[src/rtl/sel_mux_pipe.sv]
// sel_mux_pipe
// Pipelined N-to-1 selector. The selected word is registered together with its
// select value and handed downstream over a valid/ready handshake. A two-entry
// skid store (main register M plus skid register S) lets in_ready be a pure
// register, so it never depends combinationally on out_ready.
//
// Ports:
//   clk        rising-edge clock
//   rst        asynchronous active-high reset
//   in_valid   upstream word valid
//   in_ready   block can accept (registered, high while skid entry is empty)
//   in_sel     channel to select
//   in_data    packed channels, channel k at [k*WIDTH +: WIDTH]
//   out_valid  out_data/out_ch valid
//   out_ready  downstream accepts
//   out_data   selected word (registered)
//   out_ch     in_sel that produced out_data
//   err        sticky out-of-range select flag
//   err_clr    synchronous clear of err (a coincident new error wins)
module sel_mux_pipe #(
  parameter int WIDTH    = 32,
  parameter int CHANNELS = 4,
  parameter int SEL_W    = 2
) (
  input  logic                      clk,
  input  logic                      rst,
  input  logic                      in_valid,
  output logic                      in_ready,
  input  logic [SEL_W-1:0]          in_sel,
  input  logic [CHANNELS*WIDTH-1:0] in_data,
  output logic                      out_valid,
  input  logic                      out_ready,
  output logic [WIDTH-1:0]          out_data,
  output logic [SEL_W-1:0]          out_ch,
  output logic                      err,
  input  logic                      err_clr
);

  // State encodes {M valid, S valid}.
  typedef enum logic [1:0] {
    ST_EMPTY = 2'b00,
    ST_ONE   = 2'b10,
    ST_FULL  = 2'b11
  } state_t;

  state_t             r_state;
  state_t             w_state_nxt;
  logic               r_in_ready;
  logic               r_err;
  logic [WIDTH-1:0]   r_m_data_p1;
  logic [SEL_W-1:0]   r_m_ch_p1;
  logic [WIDTH-1:0]   r_s_data_p1;
  logic [SEL_W-1:0]   r_s_ch_p1;

  logic               w_in_xfer;
  logic               w_out_xfer;
  logic               w_oor_p0;
  logic [WIDTH-1:0]   w_sel_word_p0;
  logic               w_m_load_in;
  logic               w_m_load_s;
  logic               w_s_load;

  // Out-of-range selects produce an all-zero word; only in-range channels are
  // ever indexed, so the part-select never runs past the packed input.
  function automatic logic [WIDTH-1:0] sel_word(
    input logic [CHANNELS*WIDTH-1:0] data,
    input logic [SEL_W-1:0]          sel
  );
    logic [WIDTH-1:0] w;
    w = '0;
    for (int k = 0; k < CHANNELS; k++) begin
      if (int'(sel) == k) w = data[k*WIDTH +: WIDTH];
    end
    return w;
  endfunction

  function automatic logic sel_out_of_range(input logic [SEL_W-1:0] sel);
    return int'(sel) >= CHANNELS;
  endfunction

  // ---- stage p0: select and handshake decode ----
  assign w_in_xfer     = in_valid && r_in_ready;
  assign w_out_xfer    = out_valid && out_ready;
  assign w_sel_word_p0 = sel_word(in_data, in_sel);
  assign w_oor_p0      = sel_out_of_range(in_sel);

  always_comb begin
    w_state_nxt = r_state;
    w_m_load_in = 1'b0;
    w_m_load_s  = 1'b0;
    w_s_load    = 1'b0;
    case (r_state)
      ST_EMPTY: begin
        if (w_in_xfer) begin
          w_state_nxt = ST_ONE;
          w_m_load_in = 1'b1;
        end
      end
      ST_ONE: begin
        if (w_in_xfer && w_out_xfer) begin
          w_m_load_in = 1'b1;
        end else if (w_in_xfer) begin
          w_state_nxt = ST_FULL;
          w_s_load    = 1'b1;
        end else if (w_out_xfer) begin
          w_state_nxt = ST_EMPTY;
        end
      end
      ST_FULL: begin
        // in_ready is low here, so only the drain path can fire.
        if (w_out_xfer) begin
          w_state_nxt = ST_ONE;
          w_m_load_s  = 1'b1;
        end
      end
      default: w_state_nxt = ST_EMPTY;
    endcase
  end

  // ---- stage p1: registered control ----
  always_ff @(posedge clk or posedge rst) begin
    if (rst) begin
      r_state    <= ST_EMPTY;
      r_in_ready <= 1'b1;
      r_err      <= 1'b0;
    end else begin
      r_state    <= w_state_nxt;
      r_in_ready <= (w_state_nxt != ST_FULL);
      if (w_in_xfer && w_oor_p0) begin
        r_err <= 1'b1;
      end else if (err_clr) begin
        r_err <= 1'b0;
      end
    end
  end

  // M drives the outputs directly, so it is cleared on reset.
  always_ff @(posedge clk or posedge rst) begin
    if (rst) begin
      r_m_data_p1 <= '0;
      r_m_ch_p1   <= '0;
    end else if (w_m_load_in) begin
      r_m_data_p1 <= w_sel_word_p0;
      r_m_ch_p1   <= in_sel;
    end else if (w_m_load_s) begin
      r_m_data_p1 <= r_s_data_p1;
      r_m_ch_p1   <= r_s_ch_p1;
    end
  end

  // S contents are only observed while S is valid.
  always_ff @(posedge clk) begin
    if (w_s_load) begin
      r_s_data_p1 <= w_sel_word_p0;
      r_s_ch_p1   <= in_sel;
    end
  end

  assign in_ready  = r_in_ready;
  assign out_valid = r_state[1];
  assign out_data  = r_m_data_p1;
  assign out_ch    = r_m_ch_p1;
  assign err       = r_err;

endmodule

[config.mk]
export PLATFORM = sky130hd
export DESIGN_NAME = sel_mux_pipe
export DESIGN_NICKNAME = d
export VERILOG_FILES = /design/src/rtl/sel_mux_pipe.sv
export SDC_FILE = /design/constraint.sdc
export NUM_CORES = 1
export LEC_CHECK = 0
export CORE_ASPECT_RATIO = 1.4
export CORE_UTILIZATION = 37
export DETAILED_ROUTE_END_ITERATION = 7
export MAX_ROUTING_LAYER = met4
export PLACE_DENSITY = 0.76
export SLEW_MARGIN = 25
export SYNTH_ARGS = -nofsm -noshare
export SYNTH_HDL_FRONTEND = slang
export SYNTH_SLANG_ARGS = --single-unit
[constraint.sdc]
create_clock -name clk -period 2.5 [get_ports clk]
set_clock_uncertainty 0.1 [all_clocks]
set_input_delay 0.5 -clock clk [delete_from_list [all_inputs] [get_ports clk]]
set_output_delay 0.5 -clock clk [all_outputs]
set_load 0.01 [all_outputs]
### Word-level counts from Yosys, hierarchy flattened

Cells that the tools add are included.

| operators by class | value |
|---|---|
| add/sub/neg operators | 0 |
| $mul | 0 |
| divide/modulo/power cells | 0 |
| magnitude comparators | 0 |
| equal/unequal tests | 6 |
| shift-type cells | 0 |
| muxes and demuxes | 21 |
| bitwise logic cells | 0 |
| reductions and logical operators | 6 |

Operators by type and width:

| kind | number |
|---|---|
| 32-bit two-way mux | 6 |
| 2-bit two-way mux | 7 |
| 2-bit equality test (second input constant) | 4 |
| 1-bit two-way mux | 6 |
| 2-bit one-hot mux with 3 select lines | 1 |
| 2-bit logical NOT | 2 |
| 1-bit logical AND | 3 |
| 2-bit by 1-bit equality test with 1-bit output (second input constant) | 1 |
| 2-bit inequality test (second input constant) | 1 |
| 1-bit one-hot mux with 2 select lines | 1 |
| 2-bit nonzero test | 1 |

| storage, ports and cells | value |
|---|---|
| bits in registers | 71 |
| latch bits | 0 |
| RAM bits | 0 |
| ROM bits | 0 |
| output and inout port bits | 37 |
| memories kept | 0 |

### Logic depth before layout (Yosys ltp)

| depth | value |
|---|---|
| word-level depth | 6 |
| depth in mapped cells | 6 |

### Worst setup path after synthesis

No wires, ideal clock.

| timing path | value |
|---|---|
| kind | in2reg |
| from | input port out_ready |
| to | register r_s_ch_p1[0] (enable) |
| library setup time | 0.425 ns |
| arrival | 2.274 ns |
| required time | 1.975 ns |
| setup slack | -0.299 ns |
| cell stages on the path | 3 |
| path buffers | 1 |
| cells stage by stage | buf_6 nand2b_2 nor2_1 |

| between the ends | value |
|---|---|
| word-level cells in the longest chain between the ends | 4 |

RTL lines:

| element | line | text |
|---|---|---|
| from (decl) | 32 | `input logic out_ready,` |
| 1-bit logical AND | 83 | `assign w_out_xfer = out_valid && out_ready;` |
| 1-bit logical AND | 100 | `if (w_in_xfer && w_out_xfer) begin` |
| 1-bit two-way mux | 100 |  |
| 1-bit two-way mux | 92 | `case (r_state)` |
| via w_s_load | 61 | `logic w_s_load;` |
| to (signal assigned) | 155 | `r_s_ch_p1 <= in_sel;` |
| to (decl) | 53 | `logic [SEL_W-1:0] r_s_ch_p1;` |

The timed path passes the listed nets, and every way through them passes these cells.
A chain may end at the register's enable or synchronous reset.

### Final worst setup path

| timing path | value |
|---|---|
| from | register r_state[1] |
| to | output port out_valid |

RTL lines:

| element | line | text |
|---|---|---|
| from (decl) | 46 | `state_t r_state;` |
| from (signal assigned) | 127 | `r_state <= w_state_nxt;` |
| to (decl) | 31 | `output logic out_valid,` |

No word-level cell between the ends.

==> qor.yml <==
multiInputGateArea_mm2: 0.00150
hold_viol: 0
finalCritPeriodShare_pct: 82.2
report.final.slew_viol_count: 0
antenna_found_initial: 0
synth_area_per_cell_um2: 16.7
grt_max_degree: 35
yosysSeqAreaShare_pct: 53.2
outcome: "finished clean"
yosysTopAreaCell: "edfxtp_1"
nFillCells: 721
p_leak_uw: 0.00203
cts_max_path_buffers: 2
yosysWarnings: 0
ctsResizeCount: 0
drive_above_1_share_pct: 16.9
port-buffer-count: 169
switching_share_pct: 25.8
clock-sinks: 71
clock_latency_ns: 0.33
internal-power_uw: 3180
syn_nets: 354
h-tree-depth: 3
ant_nets: 0
arrival_ns: 1.46
p_per_area_mw_per_mm2: 742
drt-total-wl_mm: 10.5
ys_async_sr_fraction_pct: 52.1
timing_worst_setup_path_type: "register to primary output"
maxCapViolCount: 0
drt_iter0_drc: 157
tns_ns: 0
die_area_mm2: 0.0103
layout_min_cycle_time_ns: 2.06
netlist_instances: 219
pwr-share-clk_pct: 34.9
core_area_mm2: 0.00951
num_vias: 2920
synth_area_leaders: "edfxtp_1, dfrtp_1, mux4_2"
ys_ff_latch: 71
hp-class: "input port to asynchronous set/reset pin"
grt_pass1_vias: 3136
power_frac_comb_pct: 28.7
avgRoutedWirePerCell_um: 20.1
gp_congestion: 0.726
clk_root_buffer_cell: "clkbuf_16"
synth_edf_count: 34
clk_pin_slew_ns: 0.06
die_w_um: 86.1
initial_core_util_pct: 38.5
setup_viol: 0
cts_tree: "done"
numCtsBuffers: 9
switching_power_uw: 1110
start_kind: "register"
dp_hpwl_mm: 7.60
postLayoutCoreUtil_pct: 60.8
drcViolationCount: 0
grt_setup_unrepaired: "false"
holdBufCountCts: 0
track_usage_pct: 21.8
via_per_inst: 5.59
regArea_mm2: 0.00195
grt_pass1_wl_mm: 16.4
cp_max_fo: 15
synth_ff_type: "dfrtp_1"
end_kind: "primary output"
share_seq_of_total_power_pct: 36.5
die_h_um: 120
drt_pass1_iterations: 4
final_nets: 520
rows: 42
syn_to_final_growth_pct: 57.8
synth_top_area_share_pct: 27.9
antenna_cells: 0
overflow: 0
peakVddDrop_v: 0.000434
crit_required_ns: 1.90
ios: 172
synthesis.area_mm2: 0.00366
post_cts_buffers: 0
fmax_mhz: 486
yosysUniqueCellTypes: 28
-- stage by stage --
stage | instance area (um^2) | hold WS [ns] | total power (uW) | worst slack [ns] | instances
detailed placement | 5430 | 0.412 | 2820 | 0.266 | 506
finish | 5780 | 0.420 | 4290 | 0.444 | 522
global route | 5780 | 0.464 | 4450 | 0.416 | 522
CTS | 5780 | 0.425 | 4320 | 0.434 | 522
floorplan | 3670 | 0.384 | 2110 | 0.266 | 219
global placement | 5430 | 0.402 | 2780 | 0.290 | 506
-- sequential cells by signal (all words and copies together), names as in the netlist --
register / flops
out_ch: 2
out_data: 32
r_state: 2
r_s_ch_p1: 2
r_s_data_p1: 32
in_ready: 1
-- layout make-up --
cell class,instances,share of cell area (%)
multi-input combinational,115,25.9
clock buffer,9,3.90
timing repair buffer,183,31.1
tap,132,2.86
sequential,71,33.7
clock inverter,7,2.21
inverter,5,0.325
-- per-layer routing --
layer,vias to the layer above,GRT usage (%),part of all wire (%)
li1,1276,-,-
met4,0,8.54,2.3
met2,136,36.9,55
met3,17,3.44,4.9
met1,1491,25.9,38
met5,-,-,0
-- power by group through the flow --
stage                     registers, uW  clock network (uW)  logic, uW
after floorplan                    1650                   0        470
after global placement             1580                   0       1200
after detailed placement           1580                   0       1240
after CTS                          1570                1520       1240
after global routing               1590                1560       1300
final                              1560                1490       1230
-- cell families after synthesis --
| group | after synthesis | share of synthesized area (%) |
|---|---|---|
| DFF | 71 | 53.2 |
| and+or+nand+nor | 42 | 9.26 |
| AOI/OAI and AO/OA | 40 | 11.3 |
| buffers and inverters | 33 | 6.22 |
| muxes | 32 | 20.0 |
| other | 1 | 0.102 |
-- placed cells by master (no fill, tap or decap), types with 2 or more instances in the layout --
master | Yosys | routed
buf_4 | 2 | 13
nand4b_1 | 32 | 32
edfxtp_1 | 34 | 34
mux4_1 | 3 | 3
clkbuf_16 | 0 | 9
mux4_2 | 29 | 29
inv_1 | 5 | 4
nand2_1 | 3 | 3
clkdlybuf4s50_1 | 0 | 167
a21oi_1 | 2 | 2
inv_6 | 0 | 2
buf_2 | 14 | 2
o221a_1 | 31 | 31
o22ai_1 | 2 | 2
o2111ai_1 | 2 | 2
bufinv_16 | 0 | 3
dfrtp_1 | 36 | 36
-- cell usage after synthesis (2+ instances only) --
cell / instances
a21oi_1: 2
buf_4: 2
o22ai_1: 2
mux4_2: 29
buf_6: 4
o221a_1: 31
nand2_1: 3
mux4_1: 3
buf_12: 3
dfrtp_1: 36
buf_2: 14
o2111ai_1: 2
inv_1: 5
clkbuf_1: 5
nand4b_1: 32
edfxtp_1: 34
-- worst paths after layout --
kind                                        startpoint                       end  slack (ns)  cells past startpoint
max in group asynchronous                          rst  out_data[21]$_DFFE_PP0P_        1.26                      3
worst max-delay path              r_state[1]$_DFF_PP0_                 out_valid        0.44                      2
worst max register to register    r_state[0]$_DFF_PP0_   out_data[7]$_DFFE_PP0P_        0.65                      5
worst min-delay path                               rst  out_data[23]$_DFFE_PP0P_        0.42                      2
worst min register to register  r_s_ch_p1[0]$_DFFE_PP_     out_ch[0]$_DFFE_PP0P_        0.43                      2
min in group clk                r_s_ch_p1[0]$_DFFE_PP_     out_ch[0]$_DFFE_PP0P_        0.43                      2
-- critical path: stages, from the launching register on --
cell and delay [ns]:
dfrtp_1 0.34, buf_4 0.22, clkdlybuf4s50_1 0.57
(Power assumes the default switching activity.)
